--- config.mk ---
export PLATFORM = sky130hd
export DESIGN_NAME = rr_priority_arbiter_flat
export DESIGN_NICKNAME = d
export VERILOG_FILES = /design/src/rtl/arb_pkg.sv /design/src/rtl/rr_priority_arbiter_if.sv /design/src/rtl/prio_sel.sv /design/src/rtl/rr_priority_arbiter.sv /design/src/flat_wrapper.sv
export SDC_FILE = /design/constraint.sdc
export NUM_CORES = 1
export LEC_CHECK = 0
export BUFFER_PORTS_ARGS = -buffer_cell sky130_fd_sc_hd__buf_2
export CAP_MARGIN = 20
export CORE_ASPECT_RATIO = 0.7
export CORE_MARGIN = 5
export CORE_UTILIZATION = 40
export CTS_CLUSTER_SIZE = 16
export DETAILED_ROUTE_END_ITERATION = 7
export PLACE_DENSITY = 0.66
export SKIP_CTS_REPAIR_TIMING = 1
export SLEW_MARGIN = 25
export SYNTH_ARGS = -nofsm -noshare
export SYNTH_HDL_FRONTEND = slang
export SYNTH_SLANG_ARGS = --single-unit
export TNS_END_PERCENT = 20
--- constraint.sdc ---
create_clock -name clk -period 3.5 [get_ports clk]
set_input_delay 0.175 -clock clk [delete_from_list [all_inputs] [get_ports clk]]
set_output_delay 0.175 -clock clk [all_outputs]
set_load 0.02 [all_outputs]
--- src/rtl/arb_pkg.sv ---
// rtl/arb_pkg.sv - shared types, defaults and helpers for the round-robin priority arbiter
package arb_pkg;

  typedef enum logic {IDLE, GRANT} arb_state_t;

  localparam int N_DEF        = 4;
  localparam int MAX_HOLD_DEF = 8;

  // Sized for the largest supported requester count; callers truncate to their index width.
  function automatic logic [3:0] onehot_to_idx(input logic [15:0] oh);
    logic [3:0] idx;
    idx = '0;
    for (int i = 0; i < 16; i++)
      if (oh[i]) idx = 4'(i);
    return idx;
  endfunction

endpackage

--- src/rtl/rr_priority_arbiter_if.sv ---
// rtl/rr_priority_arbiter_if.sv - request/grant bundle between requesters and the arbiter
interface rr_priority_arbiter_if import arb_pkg::*; #(
  parameter int N = N_DEF
);
  localparam int IW = $clog2(N);

  logic          rr_mode;
  logic [N-1:0]  req;
  logic [N-1:0]  grant;
  logic          grant_valid;
  logic [IW-1:0] grant_idx;
  logic          timeout;

  modport master (
    output rr_mode, req,
    input  grant, grant_valid, grant_idx, timeout
  );

  modport slave (
    input  rr_mode, req,
    output grant, grant_valid, grant_idx, timeout
  );

endinterface

--- src/rtl/prio_sel.sv ---
// rtl/prio_sel.sv - combinational highest-set-bit one-hot selector, zero in gives zero out
module prio_sel #(
  parameter int N = 4
) (
  input  logic [N-1:0] vec,
  output logic [N-1:0] sel
);

  logic found;

  always_comb begin
    sel   = '0;
    found = 1'b0;
    for (int i = N - 1; i >= 0; i--) begin
      if (vec[i] && !found) begin
        sel[i] = 1'b1;
        found  = 1'b1;
      end
    end
  end

endmodule

--- src/rtl/rr_priority_arbiter.sv ---
// rtl/rr_priority_arbiter.sv - registered fixed/round-robin arbiter with hold-time watchdog
module rr_priority_arbiter import arb_pkg::*; #(
  parameter int N        = N_DEF,
  parameter int MAX_HOLD = MAX_HOLD_DEF
) (
  input logic                  clk,
  input logic                  reset,
  rr_priority_arbiter_if.slave bus
);

  localparam int            IW  = $clog2(N);
  localparam int            HW  = $clog2(MAX_HOLD + 1);
  localparam logic [IW:0]   N_W = (IW + 1)'(N);

  arb_state_t    state;
  logic [IW-1:0] ptr;
  logic [HW-1:0] hold_cnt;
  logic [N-1:0]  mask;

  logic [N-1:0]  grant_q;
  logic          valid_q;
  logic [IW-1:0] idx_q;
  logic          timeout_q;

  logic [N-1:0]   elig, rot, rot_sel, sel;
  logic [2*N-1:0] elig2, sel2;
  logic [IW:0]    sh, unsh;
  logic [15:0]    sel16;
  logic [IW-1:0]  sel_idx;

  // Rotating right by ptr+1 puts requester ptr at the MSB, so the plain
  // highest-bit selector searches ptr, ptr-1, ..., wrapping to ptr+1.
  always_comb begin
    elig = bus.req & ~mask;
    sh   = '0;
    if (bus.rr_mode && ptr != IW'(N - 1))
      sh = {1'b0, ptr} + {{IW{1'b0}}, 1'b1};
    unsh  = N_W - sh;
    elig2 = {elig, elig};
    rot   = elig2[sh +: N];
  end

  prio_sel #(.N(N)) u_sel (
    .vec (rot),
    .sel (rot_sel)
  );

  always_comb begin
    sel2           = {rot_sel, rot_sel};
    sel            = sel2[unsh +: N];
    sel16          = '0;
    sel16[N-1:0]   = sel;
    sel_idx        = IW'(onehot_to_idx(sel16));
  end

  always_ff @(posedge clk or posedge reset) begin
    if (reset) begin
      state     <= IDLE;
      ptr       <= IW'(N - 1);
      hold_cnt  <= '0;
      mask      <= '0;
      grant_q   <= '0;
      valid_q   <= 1'b0;
      idx_q     <= '0;
      timeout_q <= 1'b0;
    end else begin
      timeout_q <= 1'b0;
      mask      <= mask & bus.req;
      case (state)
        IDLE: begin
          if (|elig) begin
            grant_q  <= sel;
            valid_q  <= 1'b1;
            idx_q    <= sel_idx;
            hold_cnt <= HW'(1);
            state    <= GRANT;
            if (bus.rr_mode)
              ptr <= (sel_idx == '0) ? IW'(N - 1) : sel_idx - IW'(1);
          end
        end
        GRANT: begin
          // Release takes precedence over the watchdog on the same edge.
          if (!bus.req[idx_q]) begin
            grant_q  <= '0;
            valid_q  <= 1'b0;
            idx_q    <= '0;
            hold_cnt <= '0;
            state    <= IDLE;
          end else if (hold_cnt == HW'(MAX_HOLD)) begin
            grant_q     <= '0;
            valid_q     <= 1'b0;
            idx_q       <= '0;
            hold_cnt    <= '0;
            timeout_q   <= 1'b1;
            mask[idx_q] <= 1'b1;
            state       <= IDLE;
          end else begin
            hold_cnt <= hold_cnt + HW'(1);
          end
        end
        default: state <= IDLE;
      endcase
    end
  end

  assign bus.grant       = grant_q;
  assign bus.grant_valid = valid_q;
  assign bus.grant_idx   = idx_q;
  assign bus.timeout     = timeout_q;

endmodule
--- src/flat_wrapper.sv ---
// flat-port wrapper written by rule: the top's interface ports become plain ports
module rr_priority_arbiter_flat import arb_pkg::*;
#(
  parameter int N        = N_DEF,
  parameter int MAX_HOLD = MAX_HOLD_DEF
)
  (clk, reset, bus_rr_mode, bus_req, bus_grant, bus_grant_valid, bus_grant_idx, bus_timeout);
  rr_priority_arbiter_if #(.N(N)) bus_i ();
  input logic clk;
  input logic reset;
  input wire logic [$bits(bus_i.rr_mode)-1:0] bus_rr_mode;
  input wire logic [$bits(bus_i.req)-1:0] bus_req;
  output wire logic [$bits(bus_i.grant)-1:0] bus_grant;
  output wire logic [$bits(bus_i.grant_valid)-1:0] bus_grant_valid;
  output wire logic [$bits(bus_i.grant_idx)-1:0] bus_grant_idx;
  output wire logic [$bits(bus_i.timeout)-1:0] bus_timeout;
  assign bus_i.rr_mode = bus_rr_mode;
  assign bus_i.req = bus_req;
  assign bus_grant = bus_i.grant;
  assign bus_grant_valid = bus_i.grant_valid;
  assign bus_grant_idx = bus_i.grant_idx;
  assign bus_timeout = bus_i.timeout;
  rr_priority_arbiter #(.N(N), .MAX_HOLD(MAX_HOLD)) u_core (.clk(clk), .reset(reset), .bus(bus_i));
endmodule
Word level (Yosys, flattened, before mapping)
Index checks and enable logic that the tools add are counted.
{"block": "totals", "regBits": 19, "input_bits": 7, "out_inout_bits": 8, "word_cells": 78}
{"block": "classes", "add_sub_neg": 4, "magnitude_cmp": 2, "n_eq_ne": 4, "shift": 2, "muxes": 41, "bitwise": 5, "n_reduce_logical": 12}
{"operator": "2-to-1 mux 4 bit", "count": 9}
{"operator": "2-to-1 mux 1 bit", "count": 18}
{"operator": "case mux 4 bit (2 select lines)", "count": 2}
{"operator": "variable part select 8 x 4 -> 4 bit", "count": 2}
{"operator": "2-to-1 mux 2 bit", "count": 6}
{"operator": "AND 4 bit", "count": 2}
{"operator": "logical AND 1 bit", "count": 5}
{"operator": "adder 4 x 1 -> 4 bit (second input constant)", "count": 1}
{"operator": "== test 4 bit (second input constant)", "count": 1}
{"operator": "inverter 4 bit", "count": 1}
{"operator": "bitwise OR 4 bit", "count": 1}
{"operator": "case mux 1 bit (2 select lines)", "count": 2}
{"operator": "case mux 2 bit (2 select lines)", "count": 1}
{"operator": "OR reduction 4 bit", "count": 1}
{"operator": "adder 2 x 1 -> 3 bit (second input constant)", "count": 1}
{"operator": "logical NOT 1 bit", "count": 3}
{"operator": "< comparator 2 x 3 -> 1 bit (second input constant)", "count": 1}
{"operator": "2-to-1 mux 3 bit", "count": 1}
{"operator": "inequality test 3 bit (second input constant)", "count": 1}
{"operator": "AND reduction 3 bit", "count": 1}
{"operator": "subtractor 3 bit (first input constant)", "count": 1}
{"operator": "binary-select mux 1 bit (select 2 bit)", "count": 1}
{"operator": "demux 1 bit (select 2 bit)", "count": 1}
{"operator": ">= comparator 2 x 1 -> 1 bit (second input constant)", "count": 1}
{"operator": "other kinds (6)", "count": 6}

Depth between registers and ports, before layout
Gate-level depths: netlist (run 1).
{"block": "logic_depth", "word_depth": 20, "depth_mapped": 8, "ltp_nobuf": 8}

Hierarchy
Synthesis (run 1) repeated with hierarchy kept, for this count alone.
{"block": "hier_totals", "cells_unflattened": 128, "area_unflattened_um2": 1367.6}
{"module": "rr_priority_arbiter", "n_inst": 1, "cells_per_inst": 124, "area_per_inst_um2": 1331.3, "seq_area_each_um2": 478.0}
{"module": "prio_sel", "n_inst": 1, "cells_per_inst": 4, "area_per_inst_um2": 36.3, "seq_area_each_um2": 0.0}

Least setup slack after synthesis (run 1)
OpenSTA, ideal clock, no wires.
{"block": "synth_timing", "path_type": "flip-flop to flip-flop", "from": "register u_core.ptr[0]", "to": "register u_core.ptr[0]", "t_arrival_ns": 1.853, "t_required_ns": 3.418, "slack_ns": 1.565, "stages_incl_launch_ff": 8, "period_less_slack_ns": 1.935, "cell_sequence": "dfstp_2 -> ha_1 -> nand2b_1 -> a21oi_2 -> a31o_4 -> a22oi_2 -> o22a_1 -> mux2_2"}
{"block": "synth_between", "elab_chain_len": 20, "word_cells_on_any_way": 25}
{"item": "from (decl)", "line_no": "rr_priority_arbiter.sv:16", "source": "logic [IW-1:0] ptr;"}
{"item": "from (signal assigned)", "line_no": "rr_priority_arbiter.sv:59", "source": "ptr <= IW'(N - 1);"}
{"item": "from (signal assigned)", "line_no": "rr_priority_arbiter.sv:78", "source": "ptr <= (sel_idx == '0) ? IW'(N - 1) : sel_idx - IW'(1);"}
{"item": "parallel branches: the longest is 2 deep, another holds adder 2 x 1 -> 3 bit"}
{"item": "2-to-1 mux 3 bit *", "line_no": "rr_priority_arbiter.sv:36", "source": "if (bus.rr_mode && ptr != IW'(N - 1))"}
{"item": "variable part select 8 x 4 -> 4 bit", "line_no": "rr_priority_arbiter.sv:40", "source": "rot = elig2[sh +: N];"}
{"item": "2-to-1 mux 1 bit", "line_no": "prio_sel.sv:15", "source": "if (vec[i] && !found) begin"}
{"item": "logical NOT 1 bit", "line_no": "prio_sel.sv:15"}
{"item": "logical AND 1 bit", "line_no": "prio_sel.sv:15"}
{"item": "2-to-1 mux 1 bit", "line_no": "prio_sel.sv:15"}
{"item": "logical NOT 1 bit", "line_no": "prio_sel.sv:15"}
{"item": "(+3 left out)"}
{"item": "logical AND 1 bit", "line_no": "prio_sel.sv:15"}
{"item": "2-to-1 mux 1 bit", "line_no": "prio_sel.sv:15"}
{"item": "variable part select 8 x 4 -> 4 bit *", "line_no": "rr_priority_arbiter.sv:50", "source": "sel = sel2[unsh +: N];"}
{"item": "2-to-1 mux 1 bit", "line_no": "arb_pkg.sv:14", "source": "if (oh[i]) idx = 4'(i);"}
{"item": "2-to-1 mux 2 bit", "line_no": "arb_pkg.sv:14"}
{"item": "2-to-1 mux 2 bit *", "line_no": "arb_pkg.sv:14"}
{"item": "subtractor 2 x 1 -> 2 bit or logical NOT 2 bit (tied branches)", "line_no": "rr_priority_arbiter.sv:78"}
{"item": "2-to-1 mux 2 bit *", "line_no": "rr_priority_arbiter.sv:78"}
Mark *: on every way between the ends.
A chain may end at the register's enable or synchronous reset.

Final worst setup path (run 1)
{"block": "layout_timing", "from": "register u_core.ptr[0]", "to": "register u_core.idx_q[1] (netlist: u_core.bus.grant_idx[1])"}
{"block": "layout_between", "elab_chain_len": 19, "word_cells_on_any_way": 23}
{"item": "parallel branches: the longest is 2 deep, another holds adder 2 x 1 -> 3 bit"}
{"item": "2-to-1 mux 3 bit *", "line_no": "rr_priority_arbiter.sv:36"}
{"item": "variable part select 8 x 4 -> 4 bit", "line_no": "rr_priority_arbiter.sv:40"}
{"item": "2-to-1 mux 1 bit", "line_no": "prio_sel.sv:15"}
{"item": "logical NOT 1 bit", "line_no": "prio_sel.sv:15"}
{"item": "logical AND 1 bit", "line_no": "prio_sel.sv:15"}
{"item": "2-to-1 mux 1 bit", "line_no": "prio_sel.sv:15"}
{"item": "logical NOT 1 bit", "line_no": "prio_sel.sv:15"}
{"item": "(+2 left out)"}
{"item": "logical NOT 1 bit", "line_no": "prio_sel.sv:15"}
{"item": "logical AND 1 bit", "line_no": "prio_sel.sv:15"}
{"item": "2-to-1 mux 1 bit", "line_no": "prio_sel.sv:15"}
{"item": "variable part select 8 x 4 -> 4 bit *", "line_no": "rr_priority_arbiter.sv:50"}
{"item": "2-to-1 mux 2 bit", "line_no": "arb_pkg.sv:14"}
{"item": "2-to-1 mux 2 bit *", "line_no": "arb_pkg.sv:14"}
{"item": "2-to-1 mux 2 bit *", "line_no": "rr_priority_arbiter.sv:71", "source": "if (|elig) begin"}
{"item": "case mux 2 bit (2 select lines) *", "line_no": "rr_priority_arbiter.sv:69", "source": "case (state)"}
{"item": "to (signal assigned)", "line_no": "rr_priority_arbiter.sv:74", "source": "idx_q <= sel_idx;"}
{"item": "to (decl)", "line_no": "rr_priority_arbiter.sv:22", "source": "logic [IW-1:0] idx_q;"}
Mark *: on every way between the ends. The select of a mux whose other input is x is not followed.

==> results.tsv, run 1 <==
stage	metric	value	unit
place	gp_congestion	0.825	
sta	grt_setup_unrepaired	no	
clocking	clock_sinks	19	
power_and_ir_drop	vdd_drop_max	411	uV
sta	fin_crit	2.12	ns
worst_setup_path	cp_common_cell	a21oi_1	
global_route	grt_max_degree	20	
global_route	grt_pass1_wl	4.27	mm
final_layout	syn2layout_area_growth	13.1	%
worst_setup_path	critPathTopFamily	compound AO/OA/AOI/OAI gates	
global_route	grt_overflow_total	0	
worst_setup_path	cp-end-kind	flop	
run_status	status	finished, final reports clean	
sta	setup_tns	0	ns
synthesis	ys_ff_latch	19	
synthesis	synth_edf_count	0	
route	drc	0	
sta	hold_viol_final	0	
final_layout	num_antenna_cells	0	
synthesis	synth.distinct_cells	44	
final_layout	nets	144	
route	vias	921	
clocking	clk_pin_slew	0.07	ns
final_layout	drive_gt1_share	22.6	%
route	first_pass_iters	4	
die	top_level_ports	15	
synthesis	yosys.area.top_type	dfrtp_1	
route	wl_per_cell	14.2	um
place	io_buffers	14	
synthesis	synth_ff_type	dfrtp_1	
place	dpl_cell_area	1230	um2
die	fp.dieW	73.6	um
sta	drv_slew	0	
power_and_ir_drop	p_total	996	uW
worst_setup_path	crit_buf_inv	0	
worst_setup_path	cp_cell_sequence	ha_1 > and2_1 > a21oi_1 > nor3_1 > a32oi_1 > o22a_1 > a21oi_1 > a21o_1	
clocking	h-tree-depth	1	
sta	setup_viol	0	
worst_setup_path	max_stage_delay	0.58	ns
worst_hold_path	hp-class	primary input to async pin	
synthesis	yosysSeqAreaShare	42.2	%
clocking	cts_tree	yes	
sta	slew-limit-headroom	52.1	%
place	place_inst	165	
die	die_area	4010	um2
route	drt-initial-drc-count	43	
global_route	antenna_found_initial	0	
worst_setup_path	critical_path_class	flop to flop	
worst_setup_path	crit_path_start_kind	flop	
sta	finalCritPeriodShare	60.7	%
final_layout	finalInstanceArea	1280	um2
synthesis	synth_commonest_cells	17 x dfrtp_1, 17 x nand2_1, 10 x nand2b_1	
power_and_ir_drop	p_leak	0.000563	uW
clocking	clock_latency	0.26	ns
route	vias_per_cell	5.45	
route	drtAntennaViolNets	0	
route	wirelength	2.41	mm
worst_setup_path	cp_slowest_cell	dfstp_2	
final_layout	stdcell_count	169	
synthesis	syn_nets	127	
synthesis	yosys_warnings	0	
place	hpwl	1.87	mm
synthesis	syn_area_per_cell	9.68	um2
worst_setup_path	cp.required	3.66	ns
synthesis	yosys-top-cells-area	dfrtp_1 38%, nand2_1 5.6%, nand2b_1 5.5%, dfstp_2 4.6%, ha_1 3.3%	
worst_setup_path	cp_max_fo	7	
final_layout	utilization	46.4	%
sta	worst_pin_slew	0.718	ns
clocking	cts_root_buffer	clkbuf_8	
clocking	cts_buffers	3	
die	core-area	2760	um2
worst_setup_path	cp_data_arrival_time	2.28	ns
synthesis	syn_area	1130	um2
die	die_y	54.5	um
die	rows	16	
die	initial_utilization	41.0	%
synthesis	async_reset_ff_share	100	%
synthesis	synthCells	117	
job	max_cap_violations	0	
global_route	grt_pass1_vias	931	
synthesis	synth_top_area_share	37.6	%
sta	fin_worst_skew	0.00467	ns
global_route	grt_use_total	13.9	%
clocking	clockBufferDepth	2	
power_and_ir_drop	powerDensity	777	nW/um2
sta	clock.fmax	0.471	GHz
## per-stage QoR
stage	setup WS, ns	hold slack (ns)
after CTS	1.39	0.0483
after detailed placement	1.40	0.335
after global routing	1.24	0.0725
final	1.38	0.0207
after global placement	1.45	0.329
after floorplan	1.56	0.125
## path summary, 6_finish.rpt
path                                        start                       to  slack, ns  depth (start not counted)
setup / recovery                    u_core.ptr[0]  u_core.bus.grant_idx[1]       1.38                          8
hold / removal                              reset   u_core.bus.grant_valid       0.02                          2
setup reg to reg                    u_core.ptr[0]  u_core.bus.grant_idx[1]       1.38                          8
hold reg to reg            u_core.bus.grant_valid   u_core.bus.grant_valid       0.48                          2
max in group asynchronous                   reset           u_core.mask[2]       3.02                          2
min in group clk                       bus_req[1]           u_core.mask[1]       0.17                          3
## cells in the final DEF (no fill, tap or decap), drive strengths merged, types with 2 or more instances in the layout
cell,instances
ha,3
a21oi,4
clkbuf,3
o22a,2
nand3,3
nor3,2
buf,14
nor2,6
o21ai,13
dfstp,2
dfrtp,17
nor2b,3
inv,4
and2b,3
a22o,3
a22oi,3
nand2,17
and2,2
nand2b,10
## layout make-up
cell class / instances / area [um2]
Clock buffer: 3 / 41.3
Clock inverter: 1 / 7.51
Fill cell: 278 / 1480
Inverter: 4 / 15.0
Multi-Input combinational cell: 92 / 624
Sequential cell: 19 / 478
Tap cell: 36 / 45.0
Timing Repair Buffer: 14 / 70.1
## power by group
group / internal (uW) / leakage, uW / total [uW] / switching [uW]
clock: 80.2 / 0.0000217 / 155 / 75.1
sequential: 290 / 0.000245 / 359 / 69.1
combinational: 204 / 0.000296 / 482 / 277
total: 574 / 0.000563 / 996 / 422
## flip-flops by register name, indices dropped and copies added, names as in the netlist
register / cells
u_core.bus.grant_idx: 2
u_core.bus.timeout: 1
u_core.bus.grant: 4
u_core.state: 1
u_core.bus.grant_valid: 1
u_core.ptr: 2
u_core.mask: 4
u_core.hold_cnt: 4
## layer usage
layer	vias to the layer above	share of wire, %	GRT usage, %
met1	442	52	19.3
met3	2	5.8	4.77
li1	457	-	-
met4	0	0.62	2.71
met5	-	0	0
met2	20	42	21.2
## kinds of logic (layout without fill, tap and decap cells)
family	count (synthesis)	count (layout)	share of synthesized area, %
buf+inv	6	22	2.65
fa+ha+maj	3	3	3.32
xor+xnor	1	1	0.774
flops	19	19	42.2
simple gates	49	49	23.3
mux	2	2	2.98
compound gates	37	37	24.8
(Power assumes the default switching activity.)
==> inputs of run 2 (changes only) <==
Settings changed: PLACE_DENSITY 0.66 to 0.68.
Clock period 3.5 ns to 1.91 ns, I/O delays scaled along.
==> run 2 against run 1 <==
Clock power grew 86%. Die area is the same. Sequential power grew 76%. Power grew 100%. The flow now finishes with violations (hold timing). Via count grew 5.8%. Sequential share of layout area shrank 2.8 points. Combinational power grew 130%. Critical path depth shrank 1. Global-route usage grew 0.57 points.
==> results.tsv, run 2 (synthesis gave the netlist of run 1 again) <==
stage	metric	value	unit	change
global_route	grt_pass1_wl	4.34	mm	was 4.27 mm
sta	fin_worst_skew	0.00203	ns	was 0.00467 ns
power_and_ir_drop	p_leak	0.000611	uW	was 0.000563 uW
global_route	grt_use_total	14.5	%	was 13.9%
run_status	violations	hold timing		
global_route	grt_max_degree	20		unchanged
route	vias_per_cell	5.50		was 5.45
power_and_ir_drop	p_int	1180	uW	was 574 uW
worst_setup_path	crit_path_start_kind	flop		unchanged
worst_setup_path	critical_path_class	flop to flop		unchanged
sta	clock.fmax	0.528	GHz	was 0.471 GHz
worst_setup_path	r2r_slack	0.02	ns	was 1.38 ns
sta	setup_viol	0		unchanged
job	max_cap_violations	0		unchanged
global_route	grt_overflow_total	0		unchanged
sta	slew-limit-headroom	52.5	%	was 52.1%
worst_setup_path	cp-end-kind	flop		unchanged
final_layout	drive_gt1_share	32.6	%	was 22.6%
place	gp_congestion	0.738		was 0.825
global_route	grt_pass1_vias	929		was 931
die	rows	16		unchanged
sta	hold_viol_final	17		was 0
run_status	status	finished with violations		was finished, final reports clean
power_and_ir_drop	p_seq_share	31.3	%	was 36.1%
global_route	antenna_found_initial	0		unchanged
die	initial_utilization	41.0	%	unchanged
power_and_ir_drop	vdd_drop_max	549	uV	was 411 uV
route	wl_per_cell	14.4	um	was 14.2 um
final_layout	seq_area	478	um2	unchanged
power_and_ir_drop	switchingPower	837	uW	was 422 uW
sta	fin_ws	0.0159	ns	was 1.38 ns
die	die_area	4010	um2	unchanged
worst_setup_path	rr_worst_depth	7		was 8
clocking	clock_sinks	19		unchanged
final_layout	mostFrequentLayoutCells	17 x nand2_1, 17 x dfrtp_1, 14 x buf_2		unchanged
final_layout	syn2layout_area_growth	22.3	%	was 13.1%
worst_setup_path	cp.required	2.10	ns	was 3.66 ns
final_layout	multi_input_area	668	um2	was 624 um2
die	core-area	2760	um2	unchanged
place	io_buffers	14		unchanged
die	top_level_ports	15		unchanged
final_layout	num_antenna_cells	0		unchanged
clocking	cts_root_buffer	clkbuf_8		unchanged
clocking	h-tree-depth	1		unchanged
sta	drv_slew	0		unchanged
sta	grt_setup_unrepaired	yes		was no
clocking	cts_buffers	3		unchanged
route	vias	974		was 921
power_and_ir_drop	powerDensity	1460	nW/um2	was 777 nW/um2
sta	fin_crit	1.89	ns	was 2.12 ns
route	wirelength	2.54	mm	was 2.41 mm
worst_setup_path	reg2reg_to	u_core.ptr[0]		was u_core.bus.grant_idx[1]
worst_setup_path	cp_data_arrival_time	2.09	ns	was 2.28 ns
clocking	clk_pin_slew	0.07	ns	about the same
final_layout	nFillCells	263		was 278
clocking	clockBufferDepth	2		unchanged
power_and_ir_drop	pwr-share-clk	14.3	%	was 15.6%
route	drt-initial-drc-count	49		was 43
route	drtAntennaViolNets	0		unchanged
route	first_pass_iters	5		was 4
worst_hold_path	hp-class	primary input to async pin		unchanged
die	fp.dieW	73.6	um	unchanged
power_and_ir_drop	combPwrFrac	54.4	%	was 48.3%
sta	finalCritPeriodShare	99.2	%	was 60.7%
sta	worst_pin_slew	0.711	ns	was 0.718 ns
worst_setup_path	cp_max_fo	7		unchanged
clocking	cts_tree	yes		unchanged
place	hpwl	1.91	mm	was 1.87 mm
worst_setup_path	r2r_start	u_core.ptr[1]		was u_core.ptr[0]
clocking	clock_latency	0.26	ns	about the same
sta	setup_tns	0	ns	unchanged
place	place_ws	-0.0118	ns	was 1.40 ns
sta	holdWs	-0.0612	ns	was 0.0207 ns
final_layout	nets	152		was 144
power_and_ir_drop	sw_frac_of_total	41.5	%	was 42.3%
route	drc	0		unchanged
die	die_y	54.5	um	unchanged
[run 2: cell types whose count changed in the layout (fill, tap and decap cells not counted), sizes merged]
cell / delta
buf: +8
[run 2: power by group through the flow]
| stage | Combinational (uW) | Sequential, uW | Clock, uW |
|---|---|---|---|
| global placement | 1010 | 636 | 0 |
| CTS | 1030 | 636 | 302 |
| global route | 1210 | 652 | 318 |
| finish | 1100 | 632 | 289 |
| detailed placement | 1020 | 643 | 0 |
| floorplan | 667 | 723 | 0 |
[run 2: metal layers]
| metal | GRT usage (%) | up-vias | part of all wire [%] |
|---|---|---|---|
| met3 | 5.14 | 4 | 8.4 |
| met1 | 20.7 | 459 | 50 |
| met5 | 0 | - | 0 |
| li1 | - | 473 | - |
| met4 | 4.22 | 0 | 0.59 |
| met2 | 20.4 | 38 | 41 |
[run 2: worst max-delay path by stage]
stage / start / end / slack, ns / depth (start not counted)
final: u_core.ptr[1] / u_core.ptr[0] / 0.02 / 7
after global routing: u_core.ptr[0] / u_core.bus.grant_idx[1] / -0.09 / 8
after CTS: u_core.ptr[0] / u_core.bus.grant_idx[1] / -0.02 / 8
after detailed placement: u_core.ptr[0] / u_core.bus.grant_idx[1] / -0.01 / 8
after global placement: u_core.ptr[0] / u_core.bus.grant_idx[1] / -0.008 / 8
after floorplan: u_core.ptr[0] / u_core.ptr[0] / 0.03 / 7
[run 2: worst max-delay path: stages, from the launching register on]
cell and delay (ns):
dfstp_2 0.56, ha_4 0.23, nand2b_4 0.15, a21oi_2 0.16, a31o_4 0.15, a22oi_2 0.09, o22a_1 0.22, mux2_2 0.26
[run 2: layout make-up]
cell class / count / area share [%]
clock buffer: 3 / 2.98
clock inverter: 1 / 0.542
inverter: 4 / 1.08
multi-input combinational: 92 / 48.2
sequential: 19 / 34.5
tap: 36 / 3.25
timing repair buffer: 22 / 9.39
[run 2: per-stage QoR]
stage | hold WS, ns | util (%) | instances | total power, uW | instance area [um2]
6_report | -0.0612 | 50.1 | 177 | 2020 | 1390
2_1_floorplan | 0.0451 | - | 117 | 1390 | 1150
5_1_grt | 0.0153 | 50.1 | 177 | 2180 | 1390
4_1_cts | -0.0307 | 49.0 | 176 | 1970 | 1350
3_3_place_gp | 0.239 | 47.2 | 172 | 1650 | 1310
3_5_place_dp | 0.261 | 47.2 | 172 | 1670 | 1310
==> inputs of run 3 (changes only) <==
Settings changed: CORE_ASPECT_RATIO 0.7 to default.
==> run 3 against run 2 <==
The flow finishes with violations (setup timing). Die area down 0.42%. Register-to-register slack worse by 0.04 ns. Fmax down 2.2%. First-iteration DRC count down 57%. Hold slack better by 0.10 ns. Count of clock-buffer cells in the layout up 1.
==> results.tsv, run 3 (synthesis gave the netlist of run 1 again) <==
stage	metric	value	unit	change
run_status	status	finished with violations		unchanged
run_status	violations	setup timing		was hold timing
die	die_area	3990	um2	was 4010 um2
route	drt-initial-drc-count	21		was 49
die	top_level_ports	15		unchanged
worst_setup_path	critPathTopFamily	compound AO/OA/AOI/OAI gates		unchanged
worst_setup_path	cp_max_fo	5		was 7
worst_setup_path	cp_cell_sequence	ha_4 > and2b_1 > a31o_4 > a22oi_1 > o22a_1 > a21oi_1 > a21o_1		was ha_4 > nand2b_4 > a21oi_2 > a31o_4 > a22oi_2 > o22a_1 > mux2_2
clocking	cts_tree	yes		unchanged
route	vias_per_cell	5.56		was 5.50
route	vias	951		was 974
sta	grt_setup_unrepaired	yes		unchanged
route	drtAntennaViolNets	0		unchanged
worst_setup_path	cp-end-kind	flop		unchanged
final_layout	nets	151		was 152
sta	fin_worst_skew	0.00178	ns	was 0.00203 ns
clocking	cts_root_buffer	clkbuf_4		was clkbuf_8
global_route	grt_max_degree	20		unchanged
worst_setup_path	crit_path_start_kind	flop		unchanged
worst_setup_path	r2r_slack	-0.03	ns	was 0.02 ns
global_route	grt_pass1_wl	4.13	mm	was 4.34 mm
die	initial_utilization	41.4	%	was 41.0%
worst_hold_path	worst_hold_path.num_cells	3		
route	wirelength	2.42	mm	was 2.54 mm
global_route	grt_use_total	12.6	%	was 14.5%
clocking	clock_sinks	19		unchanged
sta	holdWs	0.0429	ns	was -0.0612 ns
power_and_ir_drop	powerDensity	1410	nW/um2	was 1460 nW/um2
clocking	clk_pin_slew	0.11	ns	was 0.07 ns
sta	worst_pin_slew	0.714	ns	was 0.711 ns
sta	finalCritPeriodShare	101	%	was 99.2%
power_and_ir_drop	vdd_drop_max	662	uV	was 549 uV
global_route	grt_pass1_vias	880		was 929
route	first_pass_iters	4		was 5
place	place_inst	166		was 172
worst_setup_path	cp_data_arrival_time	2.13	ns	was 2.09 ns
worst_hold_path	hp-start	bus_req[0]		
worst_setup_path	critical_path_class	flop to flop		unchanged
worst_setup_path	rr_worst_depth	7		unchanged
final_layout	syn2layout_area_growth	18.5	%	was 22.3%
worst_setup_path	max_stage_delay	0.57	ns	was 0.56 ns
die	fp.dieW	63.2	um	was 73.6 um
worst_hold_path	min_to	u_core.mask[0]		
global_route	grt_overflow_total	0		unchanged
place	dpl_cell_area	1290	um2	was 1310 um2
place	io_buffers	14		unchanged
power_and_ir_drop	p_total	1890	uW	was 2020 uW
sta	drv_slew	0		unchanged
final_layout	stdcell_count	171		was 177
worst_setup_path	cp_slowest_cell	dfstp_2		unchanged
global_route	antenna_found_initial	0		unchanged
sta	fin_ws	-0.0274	ns	was 0.0159 ns
final_layout	mostFrequentLayoutCells	17 x nand2_1, 17 x dfrtp_1, 14 x buf_2		unchanged
sta	fin_crit	1.94	ns	was 1.89 ns
clocking	cts_buffers	3		unchanged
sta	hold_viol_final	0		was 17
worst_setup_path	crit_buf_inv	0		unchanged
power_and_ir_drop	p_leak	0.000599	uW	was 0.000611 uW
clocking	h-tree-depth	1		unchanged
die	core-area	2730	um2	was 2760 um2
sta	slew-limit-headroom	52.4	%	was 52.5%
final_layout	utilization	49.1	%	was 50.1%
job	max_cap_violations	0		unchanged
clocking	clock_latency	0.29	ns	was 0.26 ns
route	wl_per_cell	14.1	um	was 14.4 um
final_layout	num_antenna_cells	0		unchanged
worst_setup_path	cp.required	2.10	ns	about the same
die	rows	19		was 16
worst_setup_path	reg2reg_to	u_core.bus.grant_idx[1]		was u_core.ptr[0]
sta	setup_viol	2		was 0
clocking	clockBufferDepth	2		unchanged
route	drc	0		unchanged
sta	clock.fmax	0.516	GHz	was 0.528 GHz
worst_setup_path	r2r_start	u_core.ptr[0]		was u_core.ptr[1]
place	hpwl	1.84	mm	was 1.91 mm
final_layout	finalInstanceArea	1340	um2	was 1390 um2
die	die_y	63.2	um	was 54.5 um
place	gp_congestion	0.770		was 0.738
worst_hold_path	hp-class	primary input to flop		was primary input to async pin
final_layout	drive_gt1_share	28.6	%	was 32.6%
run 3: changes by cell type in the layout (fill, tap and decap cells not counted), sizes merged:
| cell | previous run | this run |
|---|---|---|
| buf | 22 | 20 |
| clkinvlp | 1 | 0 |
| clkbuf | 3 | 4 |
| dlygate4sd3 | 0 | 1 |
run 3: area by class of cell:
cell class | instances | area [um2]
repair buffers | 21 | 125
flip-flops and latches | 19 | 478
clock buffers | 4 | 26.3
well taps | 31 | 38.8
inverters | 4 | 15.0
multi-input cells | 92 | 658
fillers | 246 | 1390
run 3: worst max-delay path by stage:
| stage | from | to | slack, ns | depth (start not counted) |
|---|---|---|---|---|
| floorplan | u_core.ptr[0] | u_core.ptr[0] | 0.03 | 7 |
| CTS | u_core.ptr[0] | u_core.bus.grant_idx[1] | -0.07 | 8 |
| finish | u_core.ptr[0] | u_core.bus.grant_idx[1] | -0.03 | 7 |
| global placement | u_core.ptr[0] | u_core.bus.grant_idx[1] | -0.03 | 8 |
| global route | u_core.ptr[0] | u_core.bus.grant_idx[1] | -0.14 | 7 |
| detailed placement | u_core.ptr[0] | u_core.bus.grant_idx[1] | -0.06 | 8 |
run 3: routing by layer:
metal | wire length [um] | vias to the layer above | global-route usage (%)
li1 | - | 470 | -
met1 | 1130 | 456 | 16.6
met2 | 1170 | 25 | 20.1
met3 | 114 | 0 | 3.20
met4 | 0 | 0 | 4.16
met5 | 0 | - | 0
run 3: report_power, final:
| part | total, uW | switching, uW | internal [uW] |
|---|---|---|---|
| logic | 1050 | 570 | 477 |
| clock network | 202 | 121 | 81.2 |
| registers | 640 | 108 | 531 |
run 3: metrics by stage:
stage                     worst slack, ns  TNS, ns
final                             -0.0274  -0.0444
after global routing               -0.145   -0.547
after CTS                         -0.0669  -0.0849
after detailed placement          -0.0566  -0.0595
after global placement            -0.0310  -0.0310
after floorplan                    0.0284        0
run 3: worst min-delay path: stages:
cell and delay, ns:
buf_2 0.10, nand2_1 0.05, o21ai_1 0.06
